[src/rtl/culsans_tohost_pkg.sv]
// Shared constants, state types and byte-merge helper for the HTIF tohost/fromhost endpoint.
package culsans_tohost_pkg;

    localparam logic [63:0] TOHOST_OFS   = 64'h0;
    localparam logic [63:0] FROMHOST_OFS = 64'h8;

    localparam logic [1:0] RESP_OKAY   = 2'b00;
    localparam logic [1:0] RESP_SLVERR = 2'b10;

    localparam logic [7:0] DEV_SYS     = 8'h00;
    localparam logic [7:0] DEV_CONSOLE = 8'h01;
    localparam logic [7:0] CMD_PUTCHAR = 8'h01;

    // fromhost acknowledge after a console putchar
    localparam logic [63:0] PUTCHAR_ACK = {DEV_CONSOLE, CMD_PUTCHAR, 47'b0, 1'b1};

    typedef enum logic [1:0] {
        W_IDLE,
        W_HAVE_AW,
        W_HAVE_W,
        W_RESP
    } wstate_e;

    typedef enum logic {
        R_IDLE,
        R_RESP
    } rstate_e;

    function automatic logic [63:0] merge_bytes(input logic [63:0] old_val,
                                                input logic [63:0] new_val,
                                                input logic [7:0]  strb);
        logic [63:0] merged;
        merged = old_val;
        for (int unsigned i = 0; i < 8; i++) begin
            if (strb[i]) merged[i*8 +: 8] = new_val[i*8 +: 8];
        end
        return merged;
    endfunction

endpackage

[src/rtl/culsans_tohost_decode.sv]
// Classifies a tohost value as an exit or console-putchar command.
module culsans_tohost_decode
    import culsans_tohost_pkg::*;
(
    input  logic [63:0] value,
    output logic        is_exit,
    output logic        is_putchar,
    output logic [7:0]  ch
);

    always_comb begin
        is_exit    = value[0] && (value[63:56] == DEV_SYS) && (value[55:48] == 8'h00);
        is_putchar = (value[63:56] == DEV_CONSOLE) && (value[55:48] == CMD_PUTCHAR);
        ch         = value[7:0];
    end

endmodule

[src/rtl/culsans_tohost_ctrl.sv]
// AXI-Lite HTIF endpoint: tohost/fromhost registers, sticky exit word and console strobe.
module culsans_tohost_ctrl
    import culsans_tohost_pkg::*;
#(
    parameter int unsigned              AddrWidth  = 64,
    parameter int unsigned              DataWidth  = 64,
    parameter logic [AddrWidth-1:0]     BaseAddr   = 64'h8000_1000,
    parameter logic [AddrWidth-1:0]     RegionMask = 64'hFFF
) (
    input  logic                   clk_i,
    input  logic                   rst,
    input  logic                   aw_valid_i,
    output logic                   aw_ready_o,
    input  logic [AddrWidth-1:0]   aw_addr_i,
    input  logic                   w_valid_i,
    output logic                   w_ready_o,
    input  logic [DataWidth-1:0]   w_data_i,
    input  logic [DataWidth/8-1:0] w_strb_i,
    output logic                   b_valid_o,
    input  logic                   b_ready_i,
    output logic [1:0]             b_resp_o,
    input  logic                   ar_valid_i,
    output logic                   ar_ready_o,
    input  logic [AddrWidth-1:0]   ar_addr_i,
    output logic                   r_valid_o,
    input  logic                   r_ready_i,
    output logic [DataWidth-1:0]   r_data_o,
    output logic [1:0]             r_resp_o,
    output logic [31:0]            exit_o,
    output logic                   char_valid_o,
    output logic [7:0]             char_o
);

    wstate_e wstate, wstate_next;
    rstate_e rstate, rstate_next;

    logic [AddrWidth-1:0] aw_addr_q;
    logic [63:0]          w_data_q;
    logic [7:0]           w_strb_q;
    logic [63:0]          tohost, fromhost;

    logic                 aw_hs, w_hs, ar_hs, commit;
    logic [AddrWidth-1:0] wr_addr, wr_ofs, rd_ofs;
    logic [63:0]          wr_data, tohost_merged;
    logic [7:0]           wr_strb;
    logic                 is_exit, is_putchar;
    logic [7:0]           put_ch;

    assign aw_ready_o = rst && (wstate == W_IDLE || wstate == W_HAVE_W);
    assign w_ready_o  = rst && (wstate == W_IDLE || wstate == W_HAVE_AW);
    assign ar_ready_o = rst && (rstate == R_IDLE);
    assign b_valid_o  = (wstate == W_RESP);
    assign r_valid_o  = (rstate == R_RESP);

    assign aw_hs = aw_valid_i && aw_ready_o;
    assign w_hs  = w_valid_i && w_ready_o;
    assign ar_hs = ar_valid_i && ar_ready_o;

    // The half that arrived earlier comes from its holding register.
    assign wr_addr = (wstate == W_HAVE_AW) ? aw_addr_q : aw_addr_i;
    assign wr_data = (wstate == W_HAVE_W)  ? w_data_q  : w_data_i;
    assign wr_strb = (wstate == W_HAVE_W)  ? w_strb_q  : w_strb_i;
    assign wr_ofs  = (wr_addr - BaseAddr) & RegionMask;
    assign rd_ofs  = (ar_addr_i - BaseAddr) & RegionMask;

    assign tohost_merged = merge_bytes(tohost, wr_data, wr_strb);

    culsans_tohost_decode u_decode (
        .value      (tohost_merged),
        .is_exit    (is_exit),
        .is_putchar (is_putchar),
        .ch         (put_ch)
    );

    always_comb begin
        wstate_next = wstate;
        commit      = 1'b0;
        case (wstate)
            W_IDLE: begin
                if (aw_hs && w_hs) begin
                    wstate_next = W_RESP;
                    commit      = 1'b1;
                end else if (aw_hs) begin
                    wstate_next = W_HAVE_AW;
                end else if (w_hs) begin
                    wstate_next = W_HAVE_W;
                end
            end
            W_HAVE_AW: if (w_hs) begin
                wstate_next = W_RESP;
                commit      = 1'b1;
            end
            W_HAVE_W: if (aw_hs) begin
                wstate_next = W_RESP;
                commit      = 1'b1;
            end
            W_RESP: if (b_ready_i) wstate_next = W_IDLE;
            default: wstate_next = W_IDLE;
        endcase
    end

    always_comb begin
        rstate_next = rstate;
        case (rstate)
            R_IDLE:  if (ar_hs) rstate_next = R_RESP;
            R_RESP:  if (r_ready_i) rstate_next = R_IDLE;
            default: rstate_next = R_IDLE;
        endcase
    end

    always_ff @(posedge clk_i or negedge rst) begin
        if (!rst) begin
            wstate       <= W_IDLE;
            aw_addr_q    <= '0;
            w_data_q     <= '0;
            w_strb_q     <= '0;
            tohost       <= '0;
            fromhost     <= '0;
            b_resp_o     <= RESP_OKAY;
            exit_o       <= '0;
            char_valid_o <= 1'b0;
            char_o       <= '0;
        end else begin
            wstate       <= wstate_next;
            char_valid_o <= 1'b0;
            if (aw_hs) aw_addr_q <= aw_addr_i;
            if (w_hs) begin
                w_data_q <= w_data_i;
                w_strb_q <= w_strb_i;
            end
            if (commit) begin
                if (wr_ofs == AddrWidth'(TOHOST_OFS)) begin
                    b_resp_o <= RESP_OKAY;
                    if (is_exit) begin
                        if (!exit_o[0]) exit_o <= tohost_merged[31:0];
                        tohost <= '0;
                    end else if (is_putchar) begin
                        char_valid_o <= 1'b1;
                        char_o       <= put_ch;
                        tohost       <= '0;
                        fromhost     <= PUTCHAR_ACK;
                    end else begin
                        tohost <= tohost_merged;
                    end
                end else if (wr_ofs == AddrWidth'(FROMHOST_OFS)) begin
                    b_resp_o <= RESP_OKAY;
                    fromhost <= merge_bytes(fromhost, wr_data, wr_strb);
                end else begin
                    b_resp_o <= RESP_SLVERR;
                end
            end
        end
    end

    // Reads sample the registers before any same-edge write commit lands.
    always_ff @(posedge clk_i or negedge rst) begin
        if (!rst) begin
            rstate   <= R_IDLE;
            r_data_o <= '0;
            r_resp_o <= RESP_OKAY;
        end else begin
            rstate <= rstate_next;
            if (ar_hs) begin
                if (rd_ofs == AddrWidth'(TOHOST_OFS)) begin
                    r_data_o <= tohost;
                    r_resp_o <= RESP_OKAY;
                end else if (rd_ofs == AddrWidth'(FROMHOST_OFS)) begin
                    r_data_o <= fromhost;
                    r_resp_o <= RESP_OKAY;
                end else begin
                    r_data_o <= '0;
                    r_resp_o <= RESP_SLVERR;
                end
            end
        end
    end

endmodule

[config.mk]
export PLATFORM = sky130hd
export DESIGN_NAME = culsans_tohost_ctrl
export DESIGN_NICKNAME = d
export VERILOG_FILES = /design/src/rtl/culsans_tohost_pkg.sv /design/src/rtl/culsans_tohost_decode.sv /design/src/rtl/culsans_tohost_ctrl.sv
export SDC_FILE = /design/constraint.sdc
export NUM_CORES = 1
export LEC_CHECK = 0
export ABC_AREA = 0
export BUFFER_PORTS_ARGS = -buffer_cell sky130_fd_sc_hd__buf_4
export CAP_MARGIN = 20
export CELL_PAD_IN_SITES_DETAIL_PLACEMENT = 1
export CELL_PAD_IN_SITES_GLOBAL_PLACEMENT = 1
export CORE_ASPECT_RATIO = 0.6
export CORE_MARGIN = 2
export CORE_UTILIZATION = 46
export DETAILED_ROUTE_END_ITERATION = 7
export PLACE_DENSITY_LB_ADDON = 0.08
export SYNTH_ARGS = -nofsm -noshare
export SYNTH_HDL_FRONTEND = slang
export SYNTH_SLANG_ARGS = --single-unit
[constraint.sdc]
create_clock -name clk_i -period 7.5 [get_ports clk_i]
set_clock_uncertainty 0.15 [all_clocks]
set_input_delay 1.125 -clock clk_i [delete_from_list [all_inputs] [get_ports clk_i]]
set_output_delay 1.125 -clock clk_i [all_outputs]
set_load 0.05 [all_outputs]
Word-level counts from Yosys, hierarchy flattened
Cells that the tools add are included.

Register bits: 324. Input bits: 207. Output and inout port bits: 114. Word-level logic and storage cells: 132.

Add/sub/neg operators: 2. Equality and inequality tests: 13. Multiplexer cells: 48. Bitwise operators: 3. Reductions and logical operators: 43.

Operators with widths (count): 2-to-1 mux 64 bit (9); zero test 64 bit (2); 2-to-1 mux 8 bit (15); AND reduction 5 bit (8); == test 12 x 4 -> 1 bit, second input constant (2); subtractor 12 x 1 -> 12 bit, second input constant (2); 2-to-1 mux 2 bit (10); nonzero test 2 bit (9); == test 8 x 1 -> 1 bit, second input constant (2); zero test 8 bit (2); 2-to-1 mux 12 bit (1); AND reduction 4 bit (3); logical AND 1 bit (10); 2-to-1 mux 1 bit (10); AND reduction 3 bit (3); != test 2 bit, second input constant (4); case mux 2 bit (4 select lines) (1); nonzero test 3 bit (2); == test 2 bit, second input constant (2); != test 4 x 3 -> 1 bit, second input constant (1); NOT 1 bit (3); case mux 1 bit (3 select lines) (1); == test 2 x 1 -> 1 bit, second input constant (1); zero test 2 bit (1); 4 further kinds (5).

Longest topological paths before layout
Word-level depth: 9. Mapped depth: 10. Depth with buffers taken out: 8.

Modules after synthesis
Synthesis repeated with hierarchy kept, for this count alone.

Cells, all modules: 1403. Area total of the unflattened synthesis: 16612.2 um2.

Modules (own cells, without submodules): culsans_tohost_ctrl (instances 1, cells an instance 1387, area an instance 16500.8 um2, seq. area each 8057.7 um2); culsans_tohost_decode (instances 1, cells an instance 16, area an instance 111.4 um2, seq. area each 0.0 um2).

Worst setup path before layout
No wires, ideal clock.

Path type: input port to flip-flop. From: input w_strb_i[6]. To: register exit_o[2]. Setup time: 0.128 ns. Arrival: 3.182 ns. Required time: 7.222 ns. Slack: 4.041 ns. Cell stages on the path: 8. Path buffers: 2. Path through: buf_2 -> mux2i_1 -> mux2i_1 -> nor4_1 -> nand4_2 -> nor4b_4 -> buf_4 -> mux2_1.

Word-level cells in the longest chain between the ends: 5.

RTL lines: start, declared (line culsans_tohost_ctrl.sv:18) `input logic [DataWidth/8-1:0] w_strb_i,`; 2-to-1 mux 8 bit (line culsans_tohost_ctrl.sv:62) `assign wr_strb = (wstate == W_HAVE_W) ? w_strb_q : w_strb_i;`; 2-to-1 mux 8 bit (line culsans_tohost_pkg.sv:35) `if (strb[i]) merged[i*8 +: 8] = new_val[i*8 +: 8];`; zero test 8 bit (line culsans_tohost_decode.sv:12) `is_exit = value[0] && (value[63:56] == DEV_SYS) && (value[55:48] == 8'h00);`; logical AND 1 bit (line culsans_tohost_decode.sv:12); AND reduction 4 bit (no source line); end signal, assigned (line culsans_tohost_ctrl.sv:135) `if (!exit_o[0]) exit_o <= tohost_merged[31:0];`; end, declared (line culsans_tohost_ctrl.sv:29) `output logic [31:0] exit_o,`.

No other way between the ends. A chain may end at the register's enable or synchronous reset.

Final worst setup path
From: register wstate[0]. To: register fromhost[41].

Word-level cells in the longest chain between the ends: 8. Elaborated cells on any way between the ends: 38. Those cells by class: 1 x add/sub; 7 x eq/ne; 13 x mux; 17 x reduce/logical.

RTL lines: start, declared (line culsans_tohost_ctrl.sv:34) `wstate_e wstate, wstate_next;`; start signal, assigned (line culsans_tohost_ctrl.sv:124) `wstate <= wstate_next;`; parallel branches: the longest is 8 deep, another holds subtractor 12 x 1 -> 12 bit; end signal, assigned (line culsans_tohost_ctrl.sv:147) `fromhost <= merge_bytes(fromhost, wr_data, wr_strb);`; end, declared (line culsans_tohost_ctrl.sv:40) `logic [63:0] tohost, fromhost;`.

Several ways; the timed one is not identified. The select of a mux whose other input is x is not followed.

==> flow_metrics.py <==
metrics = {
    "worst_hold_path": {
        "worstHoldPathCells": 2,
        "hold_path_class": "reg -> reg",
        "min_from": "r_data_o[13]",
        "hold_end": "r_data_o[13]",
    },
    "sta": {
        "setup_viol": 0,
        "rsz0062_at_grt": "no",
        "finalSetupTns_ns": 0,
        "relSlewSlack": 0.251,
        "fmax_ghz": 0.210,
        "period_minus_slack_ns": 4.77,
        "slew_viol_final": 0,
        "tightestPinTransition_ns": 1.12,
        "period_share": 0.636,
        "hold_viol": 0,
    },
    "power": {
        "leakage_uw": 0.00852,
        "combPwrFrac": 0.251,
        "p_seq_frac": 0.427,
        "p_sw_frac": 0.309,
        "power.net_switching_uw": 1580,
        "max-vdd-ir-drop_mv": 0.222,
        "pwr-share-clk": 0.322,
        "p_per_area_mw_per_mm2": 290,
        "p_int_uw": 3530,
    },
    "global_route": {
        "met2_usage": 0.416,
        "grt_most_used_layer": "met2",
        "grtUsageTotal": 0.252,
        "use_met1": 0.354,
        "antenna_found_initial": 2,
        "grt_overflow": 0,
        "use_met3": 0.0439,
        "grt_pass1_wl_um": 65400,
        "grt_max_degree": 101,
        "grt_pass1_vias": 11600,
    },
    "place": {
        "place_area_mm2": 0.0166,
        "hpwl_um": 27300,
        "io_buffers": 214,
        "gp_congestion": 0.748,
        "dp_cells": 1853,
    },
    "synth": {
        "synth_edf_count": 0,
        "synth_compound_area_frac": 0.0997,
        "ys_types": 49,
        "synthArstFlopShare": 1.00,
        "ys_seq_area_frac": 0.552,
        "synthXorXnorAreaFrac": 0,
        "synth_top_family_by_area": "multiplexers",
        "synth_mux_area_frac": 0.231,
        "synth-simple-area-share": 0.0684,
        "synth_flop_cell": "dfrtp_1",
        "synth_seq_cells": 322,
        "syn_avg_cell_area_um2": 11.4,
        "synthCells": 1278,
        "synth_fa_ha_area_frac": 0.00343,
        "yosys_warnings": 0,
        "syn_area_mm2": 0.0146,
    },
    "worst_setup_path": {
        "r2r_slack_ns": 2.73,
        "crit_path_end_kind": "flip-flop",
        "rr_worst_depth": 9,
        "crit_path_top_delay_cell": "a21oi_1",
        "cpLargestDelayFamily": "compound AO/OA/AOI/OAI gates",
        "crit_required_ns": 7.75,
        "path_cells": "inv_1 > ha_4 > buf_4 > mux2_4 > mux2_2 > nor4_4 > nand4_1 > a21oi_1 > o22ai_1",
        "regToRegEndpoint": "fromhost[41]",
        "cp.arrival_ns": 5.02,
        "r2r_start": "wstate[0]",
        "critPathMaxFanout": 49,
        "crit_buf_inv": 2,
        "startpoint": "wstate[0]",
        "critical-path-max-stage-delay_ns": 0.90,
        "critPathKind": "reg -> reg",
        "worstSetupStartpointType": "flip-flop",
    },
    "route": {
        "drc": 0,
        "routed_via_density": 5.57,
        "firstDrtPassIters": 5,
        "ant_nets": 0,
        "finalWirelength_um": 41300,
        "post_drt_wl_per_cell_um": 21.7,
        "vias": 10600,
        "drt-initial-drc-count": 578,
    },
    "floorplan": {
        "num_rows": 50,
        "die_w_um": 234,
        "start_util": 0.468,
        "ioPinCount": 321,
        "core_mm2": 0.0312,
        "die_area_mm2": 0.0332,
        "die_h_um": 142,
    },
    "clocking": {
        "cts_buffers": 31,
        "insertion_delay_ns": 0.58,
        "cts-htree-levels": 1,
        "cts-root-buf": "clkbuf_16",
        "holdBufCountCts": 0,
        "cts_max_path_buffers": 3,
        "cts_setup_buffers": 0,
        "post_cts_resized": 0,
        "path_clk_slew_ns": 0.07,
        "cts_tree": "done",
        "cts_sinks": 322,
    },
    "finish": {
        "post-route-util": 0.565,
        "syn2layout_area_growth_pct": 20.7,
        "fin_area_mm2": 0.0176,
        "fillers": 3293,
        "drive_gt1_frac": 0.273,
        "final_nets": 1681,
        "instances_no_fill": 1909,
    },
    "run_status": {
        "status": "finished, final reports clean",
    },
    "run": {
        "cap_viol_max_count": 0,
    },
}
==> routing by layer <==
| metal | share of wire | up-vias |
|---|---|---|
| li1 | - | 4875 |
| met1 | 0.47 | 5520 |
| met2 | 0.47 | 184 |
| met3 | 0.042 | 50 |
| met4 | 0.014 | 2 |
| met5 | 0.00039 | - |
==> worst max path at each step <==
| stage | to | slack, ns | depth (start not counted) |
|---|---|---|---|
| 3_5_place_dp | exit_o[5] | 2.61 | 8 |
| 2_1_floorplan | exit_o[2] | 4.04 | 8 |
| 6_report | fromhost[41] | 2.73 | 9 |
| 4_1_cts | fromhost[41] | 2.73 | 9 |
| 5_1_grt | fromhost[41] | 2.55 | 9 |
| 3_3_place_gp | exit_o[5] | 2.66 | 8 |
==> worst register-to-register path, cell delays in order (launching register included) <==
cell     delay (ns)
dfrtp_1        0.40
inv_1          0.16
ha_4           0.80
buf_4          0.60
mux2_4         0.37
mux2_2         0.29
nor4_4         0.18
nand4_1        0.52
a21oi_1        0.90
o22ai_1        0.23
==> power groups by stage <==
stage	Combinational (µW)	Sequential (µW)	Clock, µW
global placement	1240	2180	0
finish	1280	2180	1650
global route	1400	2210	1750
floorplan	959	2140	0
CTS	1290	2180	1680
detailed placement	1280	2210	0
==> layout by cell type (no fill, tap or decap), types with 3 or more instances in the layout <==
| cell | count |
|---|---|
| a211oi_1 | 16 |
| a21oi_1 | 19 |
| and4_1 | 4 |
| buf_4 | 228 |
| bufinv_16 | 4 |
| clkbuf_1 | 6 |
| clkbuf_16 | 31 |
| clkbuf_8 | 5 |
| clkinv_2 | 3 |
| clkinvlp_4 | 4 |
| dfrtp_1 | 322 |
| ha_1 | 3 |
| inv_1 | 93 |
| mux2_1 | 7 |
| mux2_2 | 114 |
| mux2i_1 | 199 |
| nand2_1 | 145 |
| nand3_1 | 4 |
| nand4_1 | 3 |
| nor2_1 | 35 |
| nor2b_1 | 3 |
| nor4_1 | 8 |
| o21a_1 | 3 |
| o21ai_0 | 104 |
| o22a_1 | 3 |
| o22ai_1 | 61 |
| o31ai_1 | 26 |
==> sequential cells by signal, indices dropped and copies added, names as in the netlist <==
register,count
tohost,64
r_resp_o,1
exit_o,32
r_valid_o,1
char_valid_o,1
w_data_q,64
char_o,8
wstate,2
aw_addr_q,12
fromhost,64
w_strb_q,8
r_data_o,64
b_resp_o,1
==> layout make-up <==
class                   instances  area (µm²)  area share
clock buffers                  42         867      0.0492
repair buffers                229        1730      0.0979
multi-input cells             793        5930       0.336
clock inverters                13         183      0.0104
diodes                          1        2.50    0.000142
inverters                      93         349      0.0198
flip-flops and latches        322        8060       0.457
well taps                     416         520      0.0295
==> cell usage after synthesis (2+ instances only) <==
cell type | instances | area [µm²]
dfrtp_1 | 322 | 8060
mux2i_1 | 199 | 1990
nand2_1 | 147 | 552
mux2_2 | 114 | 1280
o21ai_0 | 104 | 521
inv_1 | 93 | 349
o22ai_1 | 61 | 382
clkbuf_1 | 42 | 158
nor2_1 | 36 | 135
o31ai_1 | 26 | 195
a21oi_1 | 19 | 95.1
buf_2 | 18 | 90.1
a211oi_1 | 16 | 120
nor4_1 | 8 | 50.1
buf_4 | 7 | 52.6
mux2_1 | 7 | 78.8
nand3_1 | 5 | 25.0
and4_1 | 4 | 35.0
ha_1 | 4 | 50.1
buf_1 | 3 | 11.3
nand4_1 | 3 | 18.8
nor2b_1 | 3 | 18.8
o21a_1 | 3 | 22.5
o22a_1 | 3 | 26.3
a21o_1 | 2 | 15.0
a31oi_1 | 2 | 12.5
and3_1 | 2 | 12.5
nor2_2 | 2 | 12.5
nor3_1 | 2 | 10.0
or4_1 | 2 | 15.0
==> kinds of logic (layout without fill, tap and decap cells) <==
family                     count (synthesis)  in the layout
adders and majority gates                  4              4
AOI/OAI and AO/OA                        243            243
buffers and inverters                    164            377
DFF                                      322            322
other                                      1              3
muxes                                    321            321
and+or+nand+nor                          223            223
==> metrics by stage <==
step | setup WS (ns) | total power (µW) | hold slack [ns]
final | 2.73 | 5110 | 0.334
after global routing | 2.55 | 5350 | 0.359
after CTS | 2.73 | 5150 | 0.338
after detailed placement | 2.61 | 3490 | 0.324
after global placement | 2.66 | 3430 | 0.312
after floorplan | 4.04 | 3090 | 0.315
No activity file was read; power rests on OpenSTA's default activity.
